`config.mk`:
```
export PLATFORM = sky130hd
export DESIGN_NAME = image_block_sequencer
export DESIGN_NICKNAME = d
export VERILOG_FILES = /design/src/rtl/image_block_sequencer.sv
export SDC_FILE = /design/constraint.sdc
export NUM_CORES = 1
export LEC_CHECK = 0
export ABC_CLOCK_PERIOD_IN_PS = 20700
export CORE_ASPECT_RATIO = 0.75
export CORE_MARGIN = 2
export CORE_UTILIZATION = 45
export DETAILED_ROUTE_END_ITERATION = 16
export GPL_TIMING_DRIVEN = 1
export SLEW_MARGIN = 15
export SYNTH_ARGS = -nofsm -noshare
export SYNTH_HDL_FRONTEND = slang
export SYNTH_SLANG_ARGS = --single-unit
```
`constraint.sdc`:
```
create_clock -name Clk -period 20.7 [get_ports Clk]
set_input_delay 5.175 -clock Clk [delete_from_list [all_inputs] [get_ports Clk]]
set_output_delay 5.175 -clock Clk [all_outputs]
set_load 0.02 [all_outputs]
```
`src/rtl/image_block_sequencer.sv`:
```
// rtl/image_block_sequencer.sv - block-raster line read/write request sequencer for image copy/flip/rotate
// Optional handshake timeout: define IMAGE_BLOCK_SEQ_TIMEOUT_EN.
module image_block_sequencer #(
  parameter int ADDR_W          = 32,
  parameter int BLOCK_SIZE      = 120,
  parameter int BYTES_PER_PIXEL = 2,
  parameter int CNT_W           = 5,
  parameter int TIMEOUT_CYCLES  = 1024
) (
  input  logic              Clk,
  input  logic              Reset,
  input  logic              BeginRotation,
  input  logic [ADDR_W-1:0] InputImageAddress,
  input  logic [ADDR_W-1:0] OutputImageAddress,
  input  logic [1:0]        RotationType,
  input  logic [CNT_W-1:0]  NumBlocksX,
  input  logic [CNT_W-1:0]  NumBlocksY,
  output logic              MstRdReq,
  output logic              MstWrReq,
  output logic [ADDR_W-1:0] MstAddr,
  output logic [19:0]       MstLength,
  input  logic              MstCmdAck,
  input  logic              MstCmplt,
  output logic              Busy,
  output logic              RotationDone,
  output logic              Error
);

  localparam int LINE_W = (BLOCK_SIZE > 1) ? $clog2(BLOCK_SIZE) : 1;
  localparam logic [LINE_W-1:0] LAST_LINE = LINE_W'(BLOCK_SIZE - 1);
  localparam logic [ADDR_W-1:0] B_A   = ADDR_W'(BLOCK_SIZE);
  localparam logic [ADDR_W-1:0] BPP_A = ADDR_W'(BYTES_PER_PIXEL);

  typedef enum logic [2:0] {
    S_IDLE,
    S_RD_REQ,
    S_RD_CMPLT,
    S_WR_REQ,
    S_WR_CMPLT,
    S_DONE
  } state_t;

  state_t state_q, state_d;

  logic [CNT_W-1:0]  bx_q, bx_d, by_q, by_d;
  logic [LINE_W-1:0] line_q, line_d;
  logic [ADDR_W-1:0] in_q, in_d, out_q, out_d;
  logic [1:0]        mode_q, mode_d;
  logic [CNT_W-1:0]  nx_q, nx_d, ny_q, ny_d;

  logic              rd_req_q, rd_req_d, wr_req_q, wr_req_d;
  logic [ADDR_W-1:0] addr_q, addr_d;
  logic              busy_q, busy_d, done_q, done_d;
  logic              go_rd, go_wr;

  logic [ADDR_W-1:0] width_a, height_a, row_a, col_a, col_mir_a;
  logic [ADDR_W-1:0] wr_row_a, wr_col_a, rd_addr, wr_addr;

`ifdef IMAGE_BLOCK_SEQ_TIMEOUT_EN
  localparam int TMO_W = $clog2(TIMEOUT_CYCLES) + 1;
  logic [TMO_W-1:0] tmo_q, tmo_d;
  logic             err_q, err_d;
  logic             waiting, tmo_hit;

  assign waiting = (state_q == S_RD_REQ) || (state_q == S_RD_CMPLT) ||
                   (state_q == S_WR_REQ) || (state_q == S_WR_CMPLT);
  assign tmo_hit = waiting && (tmo_q == TMO_W'(TIMEOUT_CYCLES - 1));
`endif

  // Next-state and next-output logic of the sequencing FSM
  always_comb begin
    state_d  = state_q;
    bx_d     = bx_q;
    by_d     = by_q;
    line_d   = line_q;
    in_d     = in_q;
    out_d    = out_q;
    mode_d   = mode_q;
    nx_d     = nx_q;
    ny_d     = ny_q;
    rd_req_d = rd_req_q;
    wr_req_d = wr_req_q;
    go_rd    = 1'b0;
    go_wr    = 1'b0;
`ifdef IMAGE_BLOCK_SEQ_TIMEOUT_EN
    err_d    = err_q;
`endif
    case (state_q)
      S_IDLE: begin
        // busy_q is still high in the cycle right after DONE; a start there is ignored
        if (BeginRotation && !busy_q) begin
          in_d   = InputImageAddress;
          out_d  = OutputImageAddress;
          mode_d = RotationType;
          nx_d   = NumBlocksX;
          ny_d   = NumBlocksY;
          bx_d   = '0;
          by_d   = '0;
          line_d = '0;
`ifdef IMAGE_BLOCK_SEQ_TIMEOUT_EN
          err_d  = 1'b0;
`endif
          if (NumBlocksX == '0 || NumBlocksY == '0) begin
            state_d = S_DONE;
          end else begin
            state_d = S_RD_REQ;
            go_rd   = 1'b1;
          end
        end
      end
      S_RD_REQ: begin
        if (MstCmdAck) begin
          rd_req_d = 1'b0;
          state_d  = S_RD_CMPLT;
        end
      end
      S_RD_CMPLT: begin
        if (MstCmplt) begin
          if (line_q != LAST_LINE) begin
            line_d  = line_q + LINE_W'(1);
            state_d = S_RD_REQ;
            go_rd   = 1'b1;
          end else begin
            line_d  = '0;
            state_d = S_WR_REQ;
            go_wr   = 1'b1;
          end
        end
      end
      S_WR_REQ: begin
        if (MstCmdAck) begin
          wr_req_d = 1'b0;
          state_d  = S_WR_CMPLT;
        end
      end
      S_WR_CMPLT: begin
        if (MstCmplt) begin
          if (line_q != LAST_LINE) begin
            line_d  = line_q + LINE_W'(1);
            state_d = S_WR_REQ;
            go_wr   = 1'b1;
          end else begin
            line_d = '0;
            if (bx_q != nx_q - CNT_W'(1)) begin
              bx_d    = bx_q + CNT_W'(1);
              state_d = S_RD_REQ;
              go_rd   = 1'b1;
            end else if (by_q != ny_q - CNT_W'(1)) begin
              bx_d    = '0;
              by_d    = by_q + CNT_W'(1);
              state_d = S_RD_REQ;
              go_rd   = 1'b1;
            end else begin
              state_d = S_DONE;
            end
          end
        end
      end
      S_DONE: begin
        state_d = S_IDLE;
      end
      default: begin
        state_d = S_IDLE;
      end
    endcase
    if (go_rd) rd_req_d = 1'b1;
    if (go_wr) wr_req_d = 1'b1;
`ifdef IMAGE_BLOCK_SEQ_TIMEOUT_EN
    // A stalled handshake abandons the job and reports through Error + RotationDone
    if (tmo_hit) begin
      state_d  = S_DONE;
      rd_req_d = 1'b0;
      wr_req_d = 1'b0;
      go_rd    = 1'b0;
      go_wr    = 1'b0;
      err_d    = 1'b1;
    end
`endif
  end

  // Line addresses for the position being entered; row/column mirroring per rotation mode
  always_comb begin
    width_a   = ADDR_W'(nx_d) * B_A;
    height_a  = ADDR_W'(ny_d) * B_A;
    row_a     = ADDR_W'(by_d) * B_A + ADDR_W'(line_d);
    col_a     = ADDR_W'(bx_d) * B_A;
    col_mir_a = (ADDR_W'(nx_d) - ADDR_W'(bx_d) - ADDR_W'(1)) * B_A;
    wr_row_a  = mode_d[1] ? (height_a - ADDR_W'(1) - row_a) : row_a;
    wr_col_a  = mode_d[0] ? col_mir_a : col_a;
    rd_addr   = in_d  + (row_a    * width_a + col_a)    * BPP_A;
    wr_addr   = out_d + (wr_row_a * width_a + wr_col_a) * BPP_A;
  end

  // Address only moves when a new request is raised, so it never changes under a live request
  always_comb begin
    addr_d = addr_q;
    if (go_rd) begin
      addr_d = rd_addr;
    end else if (go_wr) begin
      addr_d = wr_addr;
    end
  end

  // Busy covers the whole job including the RotationDone cycle; done pulses on leaving DONE
  always_comb begin
    busy_d = (state_d != S_IDLE) || (state_q == S_DONE);
    done_d = (state_q == S_DONE);
  end

`ifdef IMAGE_BLOCK_SEQ_TIMEOUT_EN
  // Per-state wait counter, restarted on every state change
  always_comb begin
    tmo_d = '0;
    if (state_d == state_q && waiting) begin
      tmo_d = tmo_q + TMO_W'(1);
    end
  end
`endif

  // State, counters, latched job parameters and registered outputs
  always_ff @(posedge Clk) begin
    if (Reset) begin
      state_q  <= S_IDLE;
      bx_q     <= '0;
      by_q     <= '0;
      line_q   <= '0;
      in_q     <= '0;
      out_q    <= '0;
      mode_q   <= '0;
      nx_q     <= '0;
      ny_q     <= '0;
      rd_req_q <= 1'b0;
      wr_req_q <= 1'b0;
      addr_q   <= '0;
      busy_q   <= 1'b0;
      done_q   <= 1'b0;
    end else begin
      state_q  <= state_d;
      bx_q     <= bx_d;
      by_q     <= by_d;
      line_q   <= line_d;
      in_q     <= in_d;
      out_q    <= out_d;
      mode_q   <= mode_d;
      nx_q     <= nx_d;
      ny_q     <= ny_d;
      rd_req_q <= rd_req_d;
      wr_req_q <= wr_req_d;
      addr_q   <= addr_d;
      busy_q   <= busy_d;
      done_q   <= done_d;
    end
  end

`ifdef IMAGE_BLOCK_SEQ_TIMEOUT_EN
  // Timeout counter and sticky error flag
  always_ff @(posedge Clk) begin
    if (Reset) begin
      tmo_q <= '0;
      err_q <= 1'b0;
    end else begin
      tmo_q <= tmo_d;
      err_q <= err_d;
    end
  end

  assign Error = err_q;
`else
  logic unused_tmo;
  assign unused_tmo = (TIMEOUT_CYCLES != 0);
  assign Error      = 1'b0;
`endif

  assign MstRdReq     = rd_req_q;
  assign MstWrReq     = wr_req_q;
  assign MstAddr      = addr_q;
  assign MstLength    = 20'(BLOCK_SIZE * BYTES_PER_PIXEL);
  assign Busy         = busy_q;
  assign RotationDone = done_q;

endmodule

```
==> impl_metrics.yaml, run 1 <==
job:
  cap_violations: 0
detailed_routing:
  top_layer: "met4"
  met3WireLength_microns: 3890
  drc: 0
  finalWirelength_microns: 62500
  first_iter_violations: 1221
  wl_per_cell_microns: 18.5
  wl_met1_microns: 30700
  vias_per_cell: 5.45
  dr.pass1.iters: 5
  num_vias: 18400
  wl_met2_microns: 27300
  ant_nets: 0
die:
  row_count: 69
  ios: 138
  fp.dieH_microns: 195
  initial_core_util: 0.459
  die_x_microns: 259
  die_area_sq_mm: 0.0505
  core-area_sq_mm: 0.0477
setup_path:
  arrival_ns: 19.69
  timing.rr.end: "MstAddr[31]$_SDFFE_PP0P_"
  cpMaxStageDelayCell: "xnor2_1"
  critPathBufInv: 7
  path_class: "in2reg"
  cp_common_cell: "xnor2_1"
  required_ns: 21.04
  rrSetupSlack_ns: 5.44
  max_stage_delay_ns: 0.66
  startpoint_type: "input port"
  reg2reg_from: "ny_q[0]$_SDFF_PP0_"
  cp_top_family: "adder cells"
  critPathMaxFanout: 12
  rr_worst_depth: 62
  cp-end-kind: "flop"
cells_and_area:
  multi_input_area_sq_mm: 0.0176
  syn2layout_area_growth_pct: 11.3
  diodes: 0
  regArea_sq_mm: 0.00264
  final_layout_size_suffix_gt1_frac: 0.0615
  nNetsFinal: 3287
  fill_cells: 4560
timing:
  hold_viol_final: 0
  slew_violations: 0
  max_freq_mhz: 51.7
  setup_tns_ns: 0
  period_share: 0.935
  max_slew.worst_pin.slew_ns: 1.08
  worst_slack_ns: 1.35
  fin_worst_skew_ns: 0.0220
  slew_headroom: 0.278
  fin_crit_ns: 19.35
  finalSetupViolations: 0
  rsz0062_at_grt: "false"
yosys:
  yosys_warnings: 0
  synth_fa_ha_area_frac: 0.359
  synth_cells: 2622
  yosys.area_share.xor_xnor: 0.0835
  ys_seq_area_frac: 0.121
  synth_area_leaders: "fa_1, ha_1, dfxtp_1, xnor2_1, inv_1"
  synth_top_family_by_area: "adder cells"
  ys.flop_type: "dfxtp_1"
  synth_mux_area_frac: 0.0436
  synth_largest_area_cell: "fa_1"
  synthSimpleGateAreaFrac: 0.160
  synthesis.area_sq_mm: 0.0219
  ys_types: 80
  syn_avg_cell_area_sq_um: 8.36
  ys_async_sr_fraction: 0
  synth_edf_count: 0
  synth_top_area_share: 0.216
  synthTopCellsByCount: "inv_1, nand2_1, ha_1"
  synthMostInstantiatedCell: "inv_1"
  synth_seq_cells: 132
  synth_compound_area_frac: 0.152
global_routing:
  gr-total-overflow: 0
  track_usage: 0.250
  grt_max_degree: 75
  grt_pass1_wl_microns: 99200
  grt_pass1_vias: 17900
  antenna_found_initial: 2
clock_tree:
  ctsHoldBuffers: 0
  cts-resized-gates: 0
  htree_num_levels: 4
  cts_buffer_depth: 2
  clk_pin_slew_worst_paths_ns: 0.07
  cts_setup_buffers: 0
  clkLatencyLatePin_ns: 0.45
  cts_buffers: 17
  cts_root_buffer: "clkbuf_16"
  cts_tree: "yes"
  clock_sinks: 132
place:
  post-place-ws_ns: 1.08
  gp_congestion: 0.950
  io_buffers: 116
  hpwl_microns: 52400
worst_hold_path:
  hold_path_depth: 2
  whs_endpoint: "MstAddr[19]$_SDFFE_PP0P_"
  worstHoldStart: "MstAddr[19]$_SDFFE_PP0P_"
  hold_class: "reg2reg"
outcome:
  status: "finished clean"
[worst max path at each step]
stage	startpoint	cells after the start	to
finish	MstCmplt	57	MstAddr[31]$_SDFFE_PP0P_
floorplan	BeginRotation	57	MstAddr[31]$_SDFFE_PP0P_
global route	MstCmplt	57	MstAddr[29]$_SDFFE_PP0P_
global placement	MstCmplt	57	MstAddr[31]$_SDFFE_PP0P_
detailed placement	MstCmplt	57	MstAddr[31]$_SDFFE_PP0P_
CTS	MstCmplt	57	MstAddr[31]$_SDFFE_PP0P_
[kinds of logic after synthesis]
kind of cell,after synthesis
AND/OR/NAND/NOR,759
AO/OA/AOI/OAI,509
adder cells (fa/ha/maj),488
buffers and inverters,436
XOR/XNOR,209
flip-flops,132
multiplexers,87
other,2
[flip-flops by register name, indices dropped and copies added (netlist names)]
| signal | count |
|---|---|
| Busy | 1 |
| MstAddr | 32 |
| MstRdReq | 1 |
| MstWrReq | 1 |
| RotationDone | 1 |
| bx_q | 5 |
| by_q | 5 |
| in_q | 32 |
| line_q | 7 |
| mode_q | 2 |
| nx_q | 5 |
| ny_q | 5 |
| out_q | 32 |
| state_q | 3 |
[through the flow]
stage          utilization  hold slack [ns]  area [sq um]  cells
4_1_cts              0.511            0.490         24400   3370
5_1_grt              0.511            0.511         24400   3370
6_report             0.511            0.493         24400   3370
3_5_place_dp         0.498            0.477         23800   3338
3_3_place_gp         0.498            0.471         23800   3338
2_1_floorplan            -            0.456         22000   2641
[cell usage in the layout (no fill, tap or decap), types with 16 or more instances in the layout]
cell and count:
a211oi_1 32, a21o_1 54, a21oi_1 153, a31oi_1 16, and2_1 17, and3_1 17, buf_4 40, clkbuf_16 17
clkdlybuf4s50_1 115, conb_1 21, dfxtp_1 132, fa_1 236, ha_1 252, inv_1 339, mux2_2 58, mux2i_1 27
nand2_1 254, nand2b_1 24, nand3_1 28, nor2_1 235, nor2b_1 73, nor3_1 37, o21a_1 20, o21ai_0 89
o21bai_1 34, o31ai_1 17, xnor2_1 149, xor2_1 60
[per-layer routing]
metal  global-route usage  vias up
li1                     -     8880
met2                0.383      458
met5                    0        -
met4               0.0355        0
met1                0.378     8993
met3               0.0361       40
[final cells by class]
class / instances / share of cell area
multi-input combinational: 2073 / 0.722
sequential: 132 / 0.108
timing repair buffer: 155 / 0.0595
inverter: 339 / 0.0522
tap: 639 / 0.0328
clock buffer: 17 / 0.0174
clock inverter: 15 / 0.00739
[worst min-delay path, stage by stage (launching register included)]
cell	delay [ns]
dfxtp_1	0.31
nand2_1	0.05
a311oi_1	0.08
Power of run 1 is not shown: default switching activity piles up to over one toggle a cycle in this logic, so the estimate is an artifact.
==> run 2: changes to the inputs <==
- ABC_CLOCK_PERIOD_IN_PS: 20700 -> 24500
- GPL_ROUTABILITY_DRIVEN: not set -> 0
- clock period: 20.7 -> 24.5 ns (I/O delays scaled with it)
==> run 2 against run 1 <==
Global-route usage down 0.087 points. Count of clock-buffer cells in the layout unchanged. Sequential share of layout area about the same. Cell count down 0.18%. Non-clock buffer count down 7. Worst hold slack better by 0.0033 ns. Clock skew down 0.0042 ns. Via count up 1.2%. Highest routed layer unchanged.
==> impl_metrics.yaml, run 2 (synthesis gave the netlist of run 1 again) <==
outcome:
  status: "finished clean"
cells_and_area:
  final_cells: 3364
  nNetsFinal: 3280
  syn2layout_area_growth_pct: 11.0
  layout_common_cells: "inv_1, nand2_1, ha_1"
  final_common_cell: "inv_1"
  utilization: 0.509
  final_layout_size_suffix_gt1_frac: 0.0591
clock_tree:
  clock_sinks: 132
  ctsHoldBuffers: 0
  clkLatencyLatePin_ns: 0.44
  cts-resized-gates: 0
  cts_setup_buffers: 0
  cts_tree: "yes"
  cts_buffers: 17
  htree_num_levels: 4
  cts_buffer_depth: 2
  clk_pin_slew_worst_paths_ns: 0.07
  cts_root_buffer: "clkbuf_16"
die:
  fp.dieH_microns: 195
  ios: 138
  row_count: 69
  initial_core_util: 0.459
  die_area_sq_mm: 0.0505
  core-area_sq_mm: 0.0477
  die_x_microns: 259
place:
  dp_cells: 3331
  io_buffers: 116
  hpwl_microns: 51800
global_routing:
  track_usage: 0.249
  grt_pass1_vias: 18100
  grt_pass1_wl_microns: 99400
  antenna_found_initial: 1
  grt_max_degree: 86
  gr-total-overflow: 0
detailed_routing:
  drc: 0
  num_vias: 18600
  finalWirelength_microns: 62500
  dr.pass1.iters: 5
  first_iter_violations: 1405
  ant_nets: 0
  wl_per_cell_microns: 18.6
  vias_per_cell: 5.53
setup_path:
  critPathBufInv: 7
  required_ns: 24.84
  critPathMaxFanout: 12
  cp_top_family: "adder cells"
  arrival_ns: 20.80
  startpoint_type: "input port"
  cpMaxStageDelayCell: "clkdlybuf4s50_1"
  path_class: "in2reg"
  max_stage_delay_ns: 0.65
  cp-end-kind: "flop"
timing:
  setup_tns_ns: 0
  fin_worst_skew_ns: 0.0178
  max_freq_mhz: 48.9
  slew_violations: 0
  fin_crit_ns: 20.46
  hold_viol_final: 0
  period_share: 0.835
  rsz0062_at_grt: "false"
  finalSetupViolations: 0
  slew_headroom: 0.283
  max_slew.worst_pin.slew_ns: 1.06
job:
  cap_violations: 0
worst_hold_path:
  hold_class: "reg2reg"
[run 2: final cells by class]
type	count	area [sq um]
Clock buffer	17	425
Inverter	339	1270
Sequential cell	132	2640
Timing Repair Buffer	148	1400
Fill cell	4458	23400
Clock inverter	15	155
Tap cell	639	800
Antenna cell	1	2.50
Multi-Input combinational cell	2073	17600
[run 2: worst register-to-register path, delay by kind of cell, from the launching register on]
family | cells | cell delay [ns]
adder cells (fa/ha/maj) | 13 | 5.39
AND/OR/NAND/NOR | 17 | 4.03
XOR/XNOR | 6 | 1.21
buffers and inverters | 6 | 0.49
flip-flops | 1 | 0.41
AO/OA/AOI/OAI | 17 | 3.82
[run 2: path summary, 6_finish.rpt]
| kind | from | to | slack, ns | cells after the start |
|---|---|---|---|---|
| min reg2reg | in_q[2]$_SDFF_PP0_ | in_q[2]$_SDFF_PP0_ | 0.50 | 2 |
| min | in_q[2]$_SDFF_PP0_ | in_q[2]$_SDFF_PP0_ | 0.50 | 2 |
| max reg2reg | line_q[0]$_SDFF_PP0_ | MstAddr[29]$_SDFFE_PP0P_ | 9.04 | 59 |
| max | MstCmplt | MstAddr[29]$_SDFFE_PP0P_ | 4.04 | 57 |
[run 2: layer usage]
metal | vias to the layer above | wire length [microns] | GRT usage
met3 | 41 | 3890 | 0.0382
met4 | 0 | 557 | 0.0400
li1 | 8859 | - | -
met1 | 9192 | 30600 | 0.375
met2 | 506 | 27400 | 0.379
met5 | - | 0 | 0
[run 2: stage by stage]
step,setup slack (ns),hold WS (ns),instance area [sq um]
2_1_floorplan,5.40,0.456,22000
3_3_place_gp,4.26,0.473,23700
3_5_place_dp,3.86,0.481,23700
4_1_cts,4.23,0.496,24300
5_1_grt,2.92,0.522,24300
6_report,4.04,0.497,24300
Power of run 2 is left out for the same reason.
